## src/rtl/b2w_pkg.sv

```systemverilog
// b2w_pkg: shared types and constants for the byte-to-word receiver.
// Holds the FSM state encoding, the word geometry and the width helper
// for the optional inter-byte timeout counter (see B2W_TIMEOUT_EN).
package b2w_pkg;

    typedef enum logic {
        S_IDLE    = 1'b0,
        S_COLLECT = 1'b1
    } state_e;

    localparam int WORD_BYTES = 4;
    localparam int WORD_W     = WORD_BYTES * 8;
    localparam int IDX_W      = $clog2(WORD_BYTES);

    // Counter width able to hold 0..cycles.
    function automatic int timeout_cnt_w(input int cycles);
        return $clog2(cycles + 1);
    endfunction

endpackage

```

## src/rtl/b2w_timeout.sv

```systemverilog
// b2w_timeout: idle-cycle counter for a partially assembled word.
// Counts while enabled, restarts on clear, and flags expiry on the cycle
// the count would reach TIMEOUT_CYCLES. A clear in the same cycle
// suppresses expiry, so an arriving byte always wins over the timeout.
module b2w_timeout
    import b2w_pkg::*;
#(
    parameter int TIMEOUT_CYCLES = 100000
) (
    input  logic clk,
    input  logic rst_n,
    input  logic i_en,
    input  logic i_clr,
    output logic o_expire
);

    localparam int CNT_W = timeout_cnt_w(TIMEOUT_CYCLES);

    logic [CNT_W-1:0] cnt_q, cnt_d;

    assign o_expire = i_en && !i_clr && (cnt_q == CNT_W'(TIMEOUT_CYCLES - 1));

    // Next count: held at zero outside collection, restart on every byte.
    always_comb begin
        cnt_d = cnt_q;
        if (i_clr || !i_en || o_expire) begin
            cnt_d = '0;
        end else begin
            cnt_d = cnt_q + 1'b1;
        end
    end

    // Count register.
    always_ff @(posedge clk or negedge rst_n) begin
        if (!rst_n) begin
            cnt_q <= '0;
        end else begin
            cnt_q <= cnt_d;
        end
    end

endmodule

```

## src/rtl/byte_to_word_rx.sv

```systemverilog
// byte_to_word_rx: UART byte stream to byte pass-through or 32-bit word.
// Mode is sampled on the first byte only; words are assembled MSB first and
// published on o_word one cycle after the fourth byte. Defining
// B2W_TIMEOUT_EN adds an inter-byte idle timeout that discards a stalled
// partial word; without it a partial word waits forever.
module byte_to_word_rx
    import b2w_pkg::*;
#(
    parameter int TIMEOUT_CYCLES = 100000
) (
    input  logic              sys_clk,
    input  logic              sw_0,
    input  logic              i_mode_select,
    input  logic              i_rx_dv,
    input  logic [7:0]        i_rx_byte,
    output logic [7:0]        o_byte,
    output logic              o_byte_valid,
    output logic [WORD_W-1:0] o_word,
    output logic              o_word_valid,
    output logic              o_busy,
    output logic              o_timeout_err
);

    state_e            state_q, state_d;
    logic [IDX_W-1:0]  idx_q, idx_d;
    logic [WORD_W-1:0] part_q, part_d;
    logic [7:0]        byte_q, byte_d;
    logic              byte_vld_q, byte_vld_d;
    logic [WORD_W-1:0] word_q, word_d;
    logic              word_vld_q, word_vld_d;
    logic              err_q, err_d;
    logic [WORD_W-1:0] part_ins;
    logic              expire;

`ifdef B2W_TIMEOUT_EN
    b2w_timeout #(
        .TIMEOUT_CYCLES(TIMEOUT_CYCLES)
    ) u_timeout (
        .clk      (sys_clk),
        .rst_n    (sw_0),
        .i_en     (state_q == S_COLLECT),
        .i_clr    (i_rx_dv),
        .o_expire (expire)
    );
`else
    assign expire = 1'b0;
`endif

    assign o_byte        = byte_q;
    assign o_byte_valid  = byte_vld_q;
    assign o_word        = word_q;
    assign o_word_valid  = word_vld_q;
    assign o_busy        = (state_q == S_COLLECT);
    // err_q is constant zero when the timeout feature is not built.
    assign o_timeout_err = err_q;

    // Partial word with the incoming byte placed at the current index.
    always_comb begin
        part_ins = part_q;
        part_ins[(WORD_BYTES - 1 - int'(idx_q)) * 8 +: 8] = i_rx_byte;
    end

    // FSM next-state and output staging; pulses default low every cycle.
    always_comb begin
        state_d    = state_q;
        idx_d      = idx_q;
        part_d     = part_q;
        byte_d     = byte_q;
        byte_vld_d = 1'b0;
        word_d     = word_q;
        word_vld_d = 1'b0;
        err_d      = 1'b0;
        case (state_q)
            S_IDLE: begin
                if (i_rx_dv) begin
                    if (!i_mode_select) begin
                        byte_d     = i_rx_byte;
                        byte_vld_d = 1'b1;
                    end else begin
                        part_d  = {i_rx_byte, {(WORD_W-8){1'b0}}};
                        idx_d   = IDX_W'(1);
                        state_d = S_COLLECT;
                    end
                end
            end
            S_COLLECT: begin
                if (i_rx_dv) begin
                    if (idx_q == IDX_W'(WORD_BYTES - 1)) begin
                        word_d     = part_ins;
                        word_vld_d = 1'b1;
                        part_d     = '0;
                        idx_d      = '0;
                        state_d    = S_IDLE;
                    end else begin
                        part_d = part_ins;
                        idx_d  = idx_q + 1'b1;
                    end
                end else if (expire) begin
                    err_d   = 1'b1;
                    part_d  = '0;
                    idx_d   = '0;
                    state_d = S_IDLE;
                end
            end
            default: state_d = S_IDLE;
        endcase
    end

    // State and output registers; reset discards any partial word silently.
    always_ff @(posedge sys_clk or negedge sw_0) begin
        if (!sw_0) begin
            state_q    <= S_IDLE;
            idx_q      <= '0;
            part_q     <= '0;
            byte_q     <= '0;
            byte_vld_q <= 1'b0;
            word_q     <= '0;
            word_vld_q <= 1'b0;
            err_q      <= 1'b0;
        end else begin
            state_q    <= state_d;
            idx_q      <= idx_d;
            part_q     <= part_d;
            byte_q     <= byte_d;
            byte_vld_q <= byte_vld_d;
            word_q     <= word_d;
            word_vld_q <= word_vld_d;
            err_q      <= err_d;
        end
    end

endmodule

```

## config.mk

```make
export PLATFORM = sky130hd
export DESIGN_NAME = byte_to_word_rx
export DESIGN_NICKNAME = d
export VERILOG_FILES = /design/src/rtl/b2w_pkg.sv /design/src/rtl/b2w_timeout.sv /design/src/rtl/byte_to_word_rx.sv
export SDC_FILE = /design/constraint.sdc
export NUM_CORES = 1
export LEC_CHECK = 0
export CAP_MARGIN = 20
export CORE_MARGIN = 1.5
export CORE_UTILIZATION = 54
export CTS_BUF_LIST = sky130_fd_sc_hd__clkbuf_2 sky130_fd_sc_hd__clkbuf_4 sky130_fd_sc_hd__clkbuf_8
export DETAILED_ROUTE_END_ITERATION = 16
export PLACE_DENSITY = 0.92
export SKIP_LAST_GASP = 1
export SLEW_MARGIN = 10
export SYNTH_ARGS = -nofsm -noshare
export SYNTH_HDL_FRONTEND = slang
export SYNTH_HIERARCHICAL = 1
export SYNTH_SLANG_ARGS = --single-unit
```

## constraint.sdc

```tcl
create_clock -name sys_clk -period 2.39 [get_ports sys_clk]
set_input_delay 0.717 -clock sys_clk [delete_from_list [all_inputs] [get_ports sys_clk]]
set_output_delay 0.717 -clock sys_clk [all_outputs]
set_load 0.005 [all_outputs]
```

======== Word level (Yosys, flattened, before mapping) ========
Cells that the tools add are included.
operators by class
  reductions and logical operators ........ 3
  mux-type cells .......................... 22
  add/sub/neg operators ................... 3
  equality and inequality tests ........... 4
  shifts and indexed selects .............. 2
  bitwise gates (word level) .............. 2
operators by type and width
  cell                       number
  $mux W32                   4
  $pmux W32 S2               1
  $neg A6 Y33                1
  $shift A8 B33 Y32 const A  1
  $shiftx A8 B33 Y32         1
  $bwmux W32                 1
  $mux W1                    10
  $reduce_and A3 Y1          3
  $mux W2                    4
  $ne A2 B2 Y1 const B       3
  $pmux W2 S2                1
  $sub A2 B2 Y3 const A      1
  $add A2 B1 Y2 const B      1
  $eq A2 B2 Y1 const B       1
  $not A1 Y1                 2
  $pmux W1 S2                1
storage, ports and cells
  register bits ........................... 77
  word-level logic and storage cells ...... 43
  output and inout port bits .............. 44
  bits of input ports ..................... 12

======== Longest topological paths before layout ========
  depth in word-level cells ............... 7
  depth in mapped cells ................... 6
  gate-level depth less buffers ........... 5

======== Worst setup path after synthesis ========
OpenSTA, ideal clock, no wires.
  kind .................................... flip-flop to flip-flop
  start point ............................. register idx_q[0]
  end point ............................... register part_q[24]
  period minus slack after synthesis ...... 1.890 ns
  arrival time ............................ 1.823 ns
  buffers on the path ..................... 0
  slack ................................... 0.500 ns
  stages on the path, launching flop included .. 6
  data required time ...................... 2.323 ns
  library setup time ...................... 0.067 ns
  cell sequence ........................... dfrtp_1 inv_1 ha_1 or4b_4 o21ai_4 a22o_1
between the ends
  word-level cells in the longest chain between the ends .. 7
  elaborated cells on any way between the ends .. 9
  classes of those cells .................. add/sub: 2; eq/ne: 1; shift: 2; mux: 4
RTL lines
  what                                                     line                    source
  start, declared                                          byte_to_word_rx.sv:25   logic [IDX_W-1:0] idx_q, idx_d;
  start signal, assigned                                   byte_to_word_rx.sv:122  idx_q <= idx_d;
  $sub A2 B2 Y3                                            byte_to_word_rx.sv:60   part_ins[(WORD_BYTES - 1 - int'(idx_q)) * 8 +: 8] = i_rx_byte;
  $neg A6 Y33                                              byte_to_word_rx.sv:60
  $shiftx A8 B33 Y32 or $shift A8 B33 Y32 (tied branches)  byte_to_word_rx.sv:60
  $bwmux W32                                               byte_to_word_rx.sv:60
  $mux W32 *                                               byte_to_word_rx.sv:88   if (idx_q == IDX_W'(WORD_BYTES - 1)) begin
  $mux W32 *                                               byte_to_word_rx.sv:87   if (i_rx_dv) begin
  $pmux W32 S2 *                                           byte_to_word_rx.sv:73   case (state_q)
  end signal, assigned                                     byte_to_word_rx.sv:123  part_q <= part_d;
  end, declared                                            byte_to_word_rx.sv:26   logic [WORD_W-1:0] part_q, part_d;
Every way passes the cells marked *; elsewhere a longest branch is shown, timed or not. The select of a mux whose other input is x is not followed.
A chain may end at the register's enable or synchronous reset.

======== Worst setup path in the final report ========
  start point ............................. register state_q (netlist: o_busy)
  end point ............................... output o_busy
RTL lines
  what                    line                    source
  start, declared         byte_to_word_rx.sv:24   state_e state_q, state_d;
  start signal, assigned  byte_to_word_rx.sv:121  state_q <= state_d;
  end, declared           byte_to_word_rx.sv:20   output logic o_busy,
No word-level cell between the ends.

==> flow_metrics.env <==
export IMPL_status="finished clean"
export IMPL_crit_end="o_busy"
export IMPL_r2r_end="part_q[30]"
export IMPL_h_tree_depth=3
export IMPL_insertion_delay_ns=0.35
export IMPL_hold_path_class="input port to asynchronous set/reset pin"
export IMPL_synth_distinct_cells=30
export IMPL_grt_setup_unrepaired="false"
export IMPL_r2r_start="idx_q[1]"
export IMPL_start_util_pct=56.0
export IMPL_synth_warning_count=6
export IMPL_drt_iter0_drc=238
export IMPL_num_antenna_cells=0
export IMPL_dieArea_sq_um=6210
export IMPL_grt_pass1_wl_um=11500
export IMPL_synth_edf_count=0
export IMPL_tns_ns=0
export IMPL_power_leakage_nw=1.85
export IMPL_track_usage_pct=25.1
export IMPL_path_cells="clkdlybuf4s50_1"
export IMPL_die_y_um=78.8
export IMPL_dr_pass1_iters=4
export IMPL_slew_viol_final=0
export IMPL_routed_wl_um=6990
export IMPL_yosysSeqAreaShare_pct=62.1
export IMPL_setup_violations_final=0
export IMPL_rows=27
export IMPL_io_pins=56
export IMPL_wl_per_cell_um=17.4
export IMPL_cts_resized=0
export IMPL_crit_type="register to output port"
export IMPL_ys_top_cells_by_area="dfrtp_1, a22o_1, nand3b_1"
export IMPL_max_cap_violations=0
export IMPL_cts_clk_slew_worst_paths_ns=0.07
export IMPL_worstPathArrival_ns=1.50
export IMPL_num_vias=2270
export IMPL_cts_tree="built"
export IMPL_async_flop_share_pct=100
export IMPL_cts_sinks=77
export IMPL_io_buffer_count=54
export IMPL_timing_fmax_mhz=451
export IMPL_fin_crit_ns=2.22
export IMPL_clock_skew_ns=0.00507
export IMPL_drive_gt1_share_pct=11.5
export IMPL_crit_fanout=12
export IMPL_multi_input_area_sq_um=1100
export IMPL_cts_made_buffers=9
export IMPL_dp_hpwl_um=4880
export IMPL_grt_max_degree=34
export IMPL_via_per_inst=5.65
export IMPL_hold_viol_final=0
export IMPL_cp_depth=1
export IMPL_critPathCaptureType="output port"
export IMPL_power_total_mw=4.78
export IMPL_r2r_slack_ns=0.50
export IMPL_ant_nets=0
export IMPL_die_w_um=78.8
export IMPL_core_sq_um=5540
export IMPL_ctsRootBufferMaster="clkbuf_8"
export IMPL_post_route_period_util_pct=92.8
export IMPL_crit_buf_inv=1
export IMPL_nets=342
export IMPL_syn_cell_area_sq_um=3100
export IMPL_cp_required_ns=1.67
export IMPL_ys_ff_latch=77
export IMPL_post_cts_buffers=0
export IMPL_cp_startpoint="o_busy"
export IMPL_postSynthCellCount=263
export IMPL_cts_hold_buffers=0
export IMPL_grt_pass1_vias=2281
export IMPL_yosys_area_top_type_share_pct=62.1
export IMPL_worst_path_max_delay_cell="clkdlybuf4s50_1"
export IMPL_place_congestion=0.858
export IMPL_powerDensity_nw_per_um2=1210
export IMPL_synth_nets=280
export IMPL_syn_avg_cell_area_sq_um=11.8
export IMPL_antenna_found_initial=0
export IMPL_tightest_slew_ns=0.584
export IMPL_netlist_top_cells_count="dfrtp_1, nand2_1, nor2_1, a22o_1, nand3b_1"
export IMPL_max_slew_margin_pct=60.8
export IMPL_cts_path_max_buffers=2
export IMPL_yosysTopAreaCell="dfrtp_1"
export IMPL_worstSetupStartpointType="register"
export IMPL_synth_most_common_cell="dfrtp_1"
export IMPL_fillers=403
export IMPL_regArea_sq_um=1930
export IMPL_area_growth_pct=27.7
export IMPL_drc=0
export IMPL_ff2ff_path_depth=5
export IMPL_ir_drop_mv=0.655
export IMPL_overflow=0
export IMPL_slowest_delay_ns=0.58
export IMPL_cp_top_family="buffers and inverters"
export IMPL_synthFlopType="dfrtp_1"
==> cell type report <==
type | count | area share (%)
Multi-Input combinational cell | 169 | 27.8
Timing Repair Buffer | 63 | 16.2
Inverter | 5 | 0.474
Tap cell | 72 | 2.27
Clock inverter | 1 | 0.126
Sequential cell | 77 | 48.6
Clock buffer | 15 | 4.58
==> through the flow <==
step | setup WS, ns | util [%] | std cells | hold WS, ns | area (sq um)
after floorplan | 0.500 | - | 263 | 0.421 | 3100
after global placement | 0.178 | 68.2 | 386 | 0.455 | 3780
after detailed placement | 0.145 | 68.2 | 386 | 0.458 | 3780
after CTS | 0.174 | 71.5 | 402 | 0.354 | 3960
after global routing | 0.119 | 71.5 | 402 | 0.389 | 3960
final | 0.172 | 71.5 | 402 | 0.354 | 3960
==> flip-flops by register name (all words and copies together) (netlist names) <==
signal	flops
o_byte_valid	1
o_word	32
idx_q	2
part_q	32
o_word_valid	1
o_byte	8
o_busy	1
==> cell usage in the layout, fill, tap and decap left out, types with 9 or more instances in the layout <==
cell / instances
clkbuf_8: 11
nand2b_1: 9
a22o_1: 24
dfrtp_1: 77
clkdlybuf4s50_1: 53
a21oi_1: 9
mux2_2: 9
nor2_1: 27
nand2_1: 35
nand3b_1: 18
==> metal layers <==
layer  global-route usage [%]  vias up  routed length (um)  share of wire, %
met3                     4.02       22                 395               5.6
met1                     31.9     1109                2880                41
li1                         -     1045                   -                 -
met4                     16.3        0                 264               3.8
met5                        0        -                   0                 0
met2                     40.1       94                3450                49
==> worst min path at each step <==
stage,startpoint,to,slack (ns)
after CTS,sw_0,o_byte[0],0.35
after detailed placement,o_word[21],o_word[21],0.46
after floorplan,sw_0,idx_q[0],0.42
after global placement,o_word[30],o_word[30],0.46
final,sw_0,o_byte[0],0.35
after global routing,sw_0,o_word[10],0.39
==> where the power goes <==
group | total (mW) | switching, mW | internal, mW | leakage (nW)
combinational | 1.81 | 0.776 | 1.04 | 0.742
clock | 0.908 | 0.429 | 0.480 | 0.101
sequential | 2.05 | 0.285 | 1.77 | 1.01
total | 4.78 | 1.49 | 3.29 | 1.85
==> cell families (layout without fill, tap and decap cells) <==
family	after synthesis	after routing	share of synthesized area, %
AO/OA/AOI/OAI	49	49	12.4
adder cells (fa/ha/maj)	5	5	2.02
buffers and inverters	17	84	2.46
flip-flops	77	77	62.1
multiplexers	9	9	3.27
other	1	1	0.121
AND/OR/NAND/NOR	105	105	17.7
Note: power is estimated with default switching activity, not from simulation.
